--- src/rtl/rnn_h_monitor_if.sv ---
// Snoop bus from the RNN core plus the result stream handshake.
// The slave side is the monitor; the master side drives the bus and consumes results.
interface rnn_h_monitor_if;
  logic        mce;
  logic [2:0]  msel;
  logic [16:0] maddr;
  logic [19:0] mdata_w;
  logic        o_valid;
  logic        o_ready;
  logic [10:0] o_t;
  logic [5:0]  o_idx;
  logic [19:0] o_max;
  logic [25:0] o_sum;

  modport slave (
    input  mce, msel, maddr, mdata_w, o_ready,
    output o_valid, o_t, o_idx, o_max, o_sum
  );

  modport master (
    output mce, msel, maddr, mdata_w, o_ready,
    input  o_valid, o_t, o_idx, o_max, o_sum
  );
endinterface

--- src/rtl/rnn_h_monitor.sv ---
// Watches hidden-state writes and reduces each 64-entry timestep to {t, argmax, max, sum}.
// Completed results are queued in a small FIFO for the consumer.
module rnn_h_monitor #(
  parameter int FIFO_DEPTH = 4
) (
  input  logic             clk,
  input  logic             reset,
  rnn_h_monitor_if.slave   bus,
  output logic             seq_err,
  output logic             ovf
);
  localparam int AW = $clog2(FIFO_DEPTH);

  typedef struct packed {
    logic [10:0] t;
    logic [5:0]  idx;
    logic [19:0] mx;
    logic [25:0] sum;
  } res_t;

  logic        sample;
  logic [5:0]  h;
  logic [5:0]  exp_h;
  logic        pend;
  res_t        acc, nxt, res;

  assign sample = bus.mce && (bus.msel == 3'b101);
  assign h      = bus.maddr[5:0];

  // h=0 always starts a fresh timestep, in or out of order
  always_comb begin
    nxt = acc;
    if (h == 6'd0) begin
      nxt.t   = bus.maddr[16:6];
      nxt.idx = 6'd0;
      nxt.mx  = bus.mdata_w;
      nxt.sum = {{6{bus.mdata_w[19]}}, bus.mdata_w};
    end else begin
      nxt.sum = acc.sum + {{6{bus.mdata_w[19]}}, bus.mdata_w};
      if ($signed(bus.mdata_w) > $signed(acc.mx)) begin
        nxt.mx  = bus.mdata_w;
        nxt.idx = h;
      end
    end
  end

  always_ff @(posedge clk) begin
    if (reset) begin
      exp_h   <= 6'd0;
      acc     <= '0;
      res     <= '0;
      pend    <= 1'b0;
      seq_err <= 1'b0;
    end else begin
      pend <= 1'b0;
      if (sample) begin
        if (h == exp_h || h == 6'd0) begin
          acc   <= nxt;
          exp_h <= h + 6'd1;
          if (h != exp_h) seq_err <= 1'b1;
          if (h == 6'd63) begin
            res  <= nxt;
            pend <= 1'b1;
          end
        end else begin
          seq_err <= 1'b1;
          exp_h   <= 6'd0;
        end
      end
    end
  end

  // Result FIFO: extra pointer bit distinguishes full from empty
  res_t        mem [FIFO_DEPTH];
  logic [AW:0] wp, rp;
  logic        empty, full, pop, push;

  assign empty = (wp == rp);
  assign full  = (wp[AW] != rp[AW]) && (wp[AW-1:0] == rp[AW-1:0]);
  assign pop   = !empty && bus.o_ready;
  assign push  = pend && (!full || pop);

  always_ff @(posedge clk) begin
    if (reset) begin
      wp  <= '0;
      rp  <= '0;
      ovf <= 1'b0;
      for (int i = 0; i < FIFO_DEPTH; i++) mem[i] <= '0;
    end else begin
      if (push) begin
        mem[wp[AW-1:0]] <= res;
        wp              <= wp + 1'b1;
      end
      if (pop) rp <= rp + 1'b1;
      if (pend && full && !pop) ovf <= 1'b1;
    end
  end

  assign bus.o_valid = !empty;
  assign bus.o_t     = mem[rp[AW-1:0]].t;
  assign bus.o_idx   = mem[rp[AW-1:0]].idx;
  assign bus.o_max   = mem[rp[AW-1:0]].mx;
  assign bus.o_sum   = mem[rp[AW-1:0]].sum;
endmodule

--- src/flat_wrapper.sv ---
// flat-port wrapper written by rule: the top's interface ports become plain ports
module rnn_h_monitor_flat 
#(
  parameter int FIFO_DEPTH = 4
)
  (clk, reset, seq_err, ovf, bus_mce, bus_msel, bus_maddr, bus_mdata_w, bus_o_ready, bus_o_valid, bus_o_t, bus_o_idx, bus_o_max, bus_o_sum);
  rnn_h_monitor_if bus_i ();
  input  logic clk;
  input  logic reset;
  output logic seq_err;
  output logic ovf;
  input wire logic [$bits(bus_i.mce)-1:0] bus_mce;
  input wire logic [$bits(bus_i.msel)-1:0] bus_msel;
  input wire logic [$bits(bus_i.maddr)-1:0] bus_maddr;
  input wire logic [$bits(bus_i.mdata_w)-1:0] bus_mdata_w;
  input wire logic [$bits(bus_i.o_ready)-1:0] bus_o_ready;
  output wire logic [$bits(bus_i.o_valid)-1:0] bus_o_valid;
  output wire logic [$bits(bus_i.o_t)-1:0] bus_o_t;
  output wire logic [$bits(bus_i.o_idx)-1:0] bus_o_idx;
  output wire logic [$bits(bus_i.o_max)-1:0] bus_o_max;
  output wire logic [$bits(bus_i.o_sum)-1:0] bus_o_sum;
  assign bus_i.mce = bus_mce;
  assign bus_i.msel = bus_msel;
  assign bus_i.maddr = bus_maddr;
  assign bus_i.mdata_w = bus_mdata_w;
  assign bus_i.o_ready = bus_o_ready;
  assign bus_o_valid = bus_i.o_valid;
  assign bus_o_t = bus_i.o_t;
  assign bus_o_idx = bus_i.o_idx;
  assign bus_o_max = bus_i.o_max;
  assign bus_o_sum = bus_i.o_sum;
  rnn_h_monitor #(.FIFO_DEPTH(FIFO_DEPTH)) u_core (.clk(clk), .reset(reset), .bus(bus_i), .seq_err(seq_err), .ovf(ovf));
endmodule
--- config.mk ---
export PLATFORM = sky130hd
export DESIGN_NAME = rnn_h_monitor_flat
export DESIGN_NICKNAME = d
export VERILOG_FILES = /design/src/rtl/rnn_h_monitor_if.sv /design/src/rtl/rnn_h_monitor.sv /design/src/flat_wrapper.sv
export SDC_FILE = /design/constraint.sdc
export NUM_CORES = 1
export LEC_CHECK = 0
export ABC_AREA = 1
export BUFFER_PORTS_ARGS = -buffer_cell sky130_fd_sc_hd__buf_4
export CORE_UTILIZATION = 35
export CTS_CLUSTER_DIAMETER = 40
export DETAILED_ROUTE_END_ITERATION = 16
export GPL_TIMING_DRIVEN = 0
export PLACE_DENSITY = 0.48
export SLEW_MARGIN = 20
export SYNTH_ARGS = -nofsm -noshare
export SYNTH_HDL_FRONTEND = slang
export SYNTH_SLANG_ARGS = --single-unit
--- constraint.sdc ---
create_clock -name clk -period 13.53 [get_ports clk]
set_clock_uncertainty 0.1 [all_clocks]
set_input_delay 1.353 -clock clk [delete_from_list [all_inputs] [get_ports clk]]
set_output_delay 1.353 -clock clk [all_outputs]
set_load 0.05 [all_outputs]
# After elaboration in Yosys (flattened, before gate mapping)
# Memory sizes are Yosys's and may differ from the RTL's. A register that Yosys moved wholly into a read port is not among the register bits.
# Cells that the tools add are included.
# word_totals
register_bits	141
latchBits	0
ramBits	252
mem_bits_ro	0
out_inout_bits	66
elab_cells	64
n_memories	1
# classes
n_addsub	4
n_mul	0
div	0
n_lt_le_gt_ge	1
eq_ne	8
shifts	0
n_mux	17
bitwise_logic	2
n_reduce_logical	17
# mem_list
memory	words	width	read_ports	rd_clocked_by_memory_dff	write_ports	line	source
u_core.mem	4	63	1	1	4	rnn_h_monitor.sv:74	res_t mem [FIFO_DEPTH];
# op_table
op	n
$mux W63	1
$reduce_or A63 Y1	1
$mux W52	1
$add A26 B26 Y26	1
$mux W26	1
$gt A20 B20 Y1	1
$mux W11	1
$mux W1	9
$add A3 B1 Y3 const B	2
$add A6 B1 Y6 const B	1
$eq A6 B6 Y1	1
$eq A6 B6 Y1 const B	1
$logic_and A1 B1 Y1	6
$logic_not A6 Y1	1
$mux W2	3
$mux W6	1
$ne A6 B6 Y1	1
$reduce_and A2 Y1	2
$eq A3 B3 Y1	1
$eq A3 B3 Y1 const B	1
$logic_not A1 Y1	3
$reduce_and A3 Y1	1
$reduce_or A3 Y1	1
$eq A2 B2 Y1	1
other kinds (4)	6

# Longest topological paths before layout
# depth
word_depth	10
ltp_mapped	19
ltp_nobuf	18

# Worst setup path after synthesis
# OpenSTA, ideal clock, no wires.
# synth_timing
kind	input port to flip-flop
start	in bus_o_ready
end	mem u_core.mem[3][0] in the netlist's numbering (enable)
arrival_ps	4732
required_ps	12944
path_slack_ps	8213
cell_stages	9
path_buffers	0
path_cell_list	nor2_1 -> nand2_1 -> nand2_1 -> nor2_1 -> inv_2 -> nor2_1 -> inv_1 -> nand2_1 -> nor2_1
# synth_lines
item	line	source
start: declaration	flat_wrapper.sv:16	input wire logic [$bits(bus_i.o_ready)-1:0] bus_o_ready;
end: declaration	rnn_h_monitor.sv:74	

==> results.md <==
* EDFF count, synth at 252
* Max Buffers Root-to-Sink at 3
* CP max stage cell: clkbuf_1
* Initial antenna violation count at 1
* Endpoint class of the critical path: primary output
* Final setup viols at 0
* Die ar. at 54400 sq um
* # diodes at 0
* Maximum VDD drop at approximately 0.084 mV
* Clock Sinks at between 300 and 400
* CTS tree: yes
* P&R area growth vs syn at 22.0%
* Fill cells at ~5200
* DR DRC count at 0
* Synth cell count leaders: nor2_1, nand2_1, edfxtp_1, inv_1, o21ai_0
* Fraction of layout cells with a size suffix above 1 at 0.116
* Required time worst endpoint at 12.08 ns
* Via count at 15500
* Die Span Y at 233 um
* Synth unique cells at 40
* Net count, final at 2449
* Number of global-route vias before repair at 15100
* Post-cts sizing count at 0
* DR pass1 iterations at 5
* WL per Instance at 19.4 um
* Post-Synthesis Cells at 2173
* Clk pin slew, worst setup/hold paths at around 0.050 ns
* Post-CTS Setup Bufs at 0
* CP max FO at 10
* Crit path kind: flop to primary output
* Total power at between 0.003 and 0.004 W
* # IOs at 110
* Clk_lat worst skew at 0.59 ns
* Fin crit share at 0.357
* Global placer's final weighted congestion at slightly above 0.9
* HPWL after DPL at between 40000 and 50000 um
* # H-tree levels at 3
* Post-Syn Nets at 2267
* Asr flop ratio synth at 0
* Worst-Margin Slew at between 0.8 and 0.9 ns
* Slew headroom at 0.441
* Crit path top cell by count: clkbuf_1
* DR iter-0 viols at 1182
* RSZ-0062 raised after global routing: false
* Share of the synthesized area in the top cell type at 0.404
* #FFs+latches synth at 395
* Largest net degree at the start of global routing at 44
* Initial Util at 0.355
* Max-Cap Viols at 0
* Vias per cell at 5.01
* Hold Buf Count CTS at 0
* Final Max Tran Viols at 0
* Fin util at 0.433
* Most frequent cell after synthesis: nor2_1
* Leakage Power at around 9.2 nW
* Area leader, netlist: edfxtp_1
* Hold Crit Class: flop to flop
* Hold Vio Cnt, Final at 0
* Outcome: finished, final reports clean
* I/O Buffers at 107
* Highest clock rate at 0.207 GHz
* Clock period minus worst slack at 4.82 ns
* CP peak stage delay at 0.61 ns
* Top FF cell, synth: edfxtp_1
* Synth Cell Area at between 15000 and 20000 sq um
* Mean Syn Cell Area at 8.61 sq um
* GRT overflow at 0
* First-pass GRT wire length at 90700 um
* Cts bufs inserted at 67
* PD cells at ~140 nW/um^2
* Fin Setup TNS at 0 ns
* Yosys warning count at 0
* Area of the core at 52700 sq um
* GRT Util Overall at 0.223
* Hold Slack at around 0.36 ns
* CP arrival at about 3.4 ns
* Synth top area cells: edfxtp_1, dfxtp_1, nor2_1
* Register area share after synthesis at 0.557
* Core Rows at 84
* Root buffer selected by CTS: clkbuf_16
* Crit-path cells: clkbuf_1 -> clkinv_1 -> clkbuf_1 -> clkbuf_1 -> nor2_1 -> o22ai_1 -> buf_4
* DIE WIDTH at around 230 um
* Wirelength, routed at 60100 um
* Worst setup SP type: flop
* DRT antenna net count at 0
layout make-up:
| cell class | count | area [sq um] | area share |
|---|---|---|---|
| buffer | 120 | 503 | 0.0220 |
| clock buffer | 81 | 1860 | 0.0817 |
| clock inverter | 42 | 397 | 0.0174 |
| inverter | 228 | 856 | 0.0375 |
| multi-input combinational | 1430 | 6950 | 0.305 |
| sequential | 395 | 10400 | 0.457 |
| tap | 688 | 861 | 0.0377 |
| timing repair buffer | 113 | 961 | 0.0421 |
worst paths after layout:
path	startpoint	endpoint	slack, ns	depth (start not counted)
setup / recovery	flop	bus_o_t[0]	8.71	7
hold / removal	u_core.ovf	u_core.ovf	0.36	2
setup reg to reg	u_core.wp[0]	u_core.mem[2][22]	10.10	12
hold reg to reg	u_core.ovf	u_core.ovf	0.36	2
through the flow:
stage	area [sq um]	cells	setup WS, ns
4_1_cts	22800	3097	8.64
3_5_place_dp	20600	2974	9.28
3_3_place_gp	20400	2968	5.24
6_report	22800	3097	8.71
5_1_grt	22800	3097	8.45
2_1_floorplan	18700	2173	8.21
critical path: cells and delay by family, from the launching register on:
| kind | cells | cell delay, ns |
|---|---|---|
| buf+inv | 5 | 2.15 |
| flops | 1 | 0.31 |
| simple gates | 1 | 0.17 |
| compound gates | 1 | 0.14 |
power by group:
group          internal [W]  switching, W
sequential          0.00131    0.00000650
combinational     0.0000446      0.000112
clock               0.00106      0.000633
registers in the layout, summed over array words and instances, names as in the netlist, named ones only:
signal	flops
u_core.acc	63
u_core.exp_h	6
u_core.mem	252
u_core.ovf	1
u_core.pend	1
u_core.res	63
u_core.rp	3
u_core.seq_err	1
u_core.wp	3
cell families after synthesis:
group | after synthesis | share of synthesized area
mux | 12 | 0.00642
xor+xnor | 18 | 0.00843
fa+ha+maj | 50 | 0.0338
simple gates | 941 | 0.204
buf+inv | 348 | 0.0726
compound gates | 409 | 0.117
flops | 395 | 0.557
cell usage in the layout, fill, tap and decap left out, types with 4 or more instances in the layout:
master,instances
clkbuf_16,71
nand2_1,267
nor2_1,480
buf_2,33
ha_1,49
nand3_1,154
clkbuf_1,85
a211oi_1,12
nand2_2,5
nand3b_1,5
clkinv_4,6
clkinv_2,9
o21ai_0,219
clkinvlp_4,7
edfxtp_1,252
xor2_1,15
nand2_4,4
a21o_1,5
a21oi_1,94
buf_16,5
inv_1,225
mux2i_1,12
o21ai_1,6
nand4_1,8
clkbuf_8,5
clkinv_1,4
buf_4,110
dfxtp_1,143
buf_1,4
nor3_1,9
o22ai_1,63
inv_6,10
metal layers:
metal	up-vias	part of all wire	track usage
met5	-	0	0
li1	7646	-	-
met1	7314	0.45	0.299
met2	434	0.46	0.364
met4	0	0.034	0.0770
met3	109	0.055	0.0358
(Power assumes the default switching activity.)
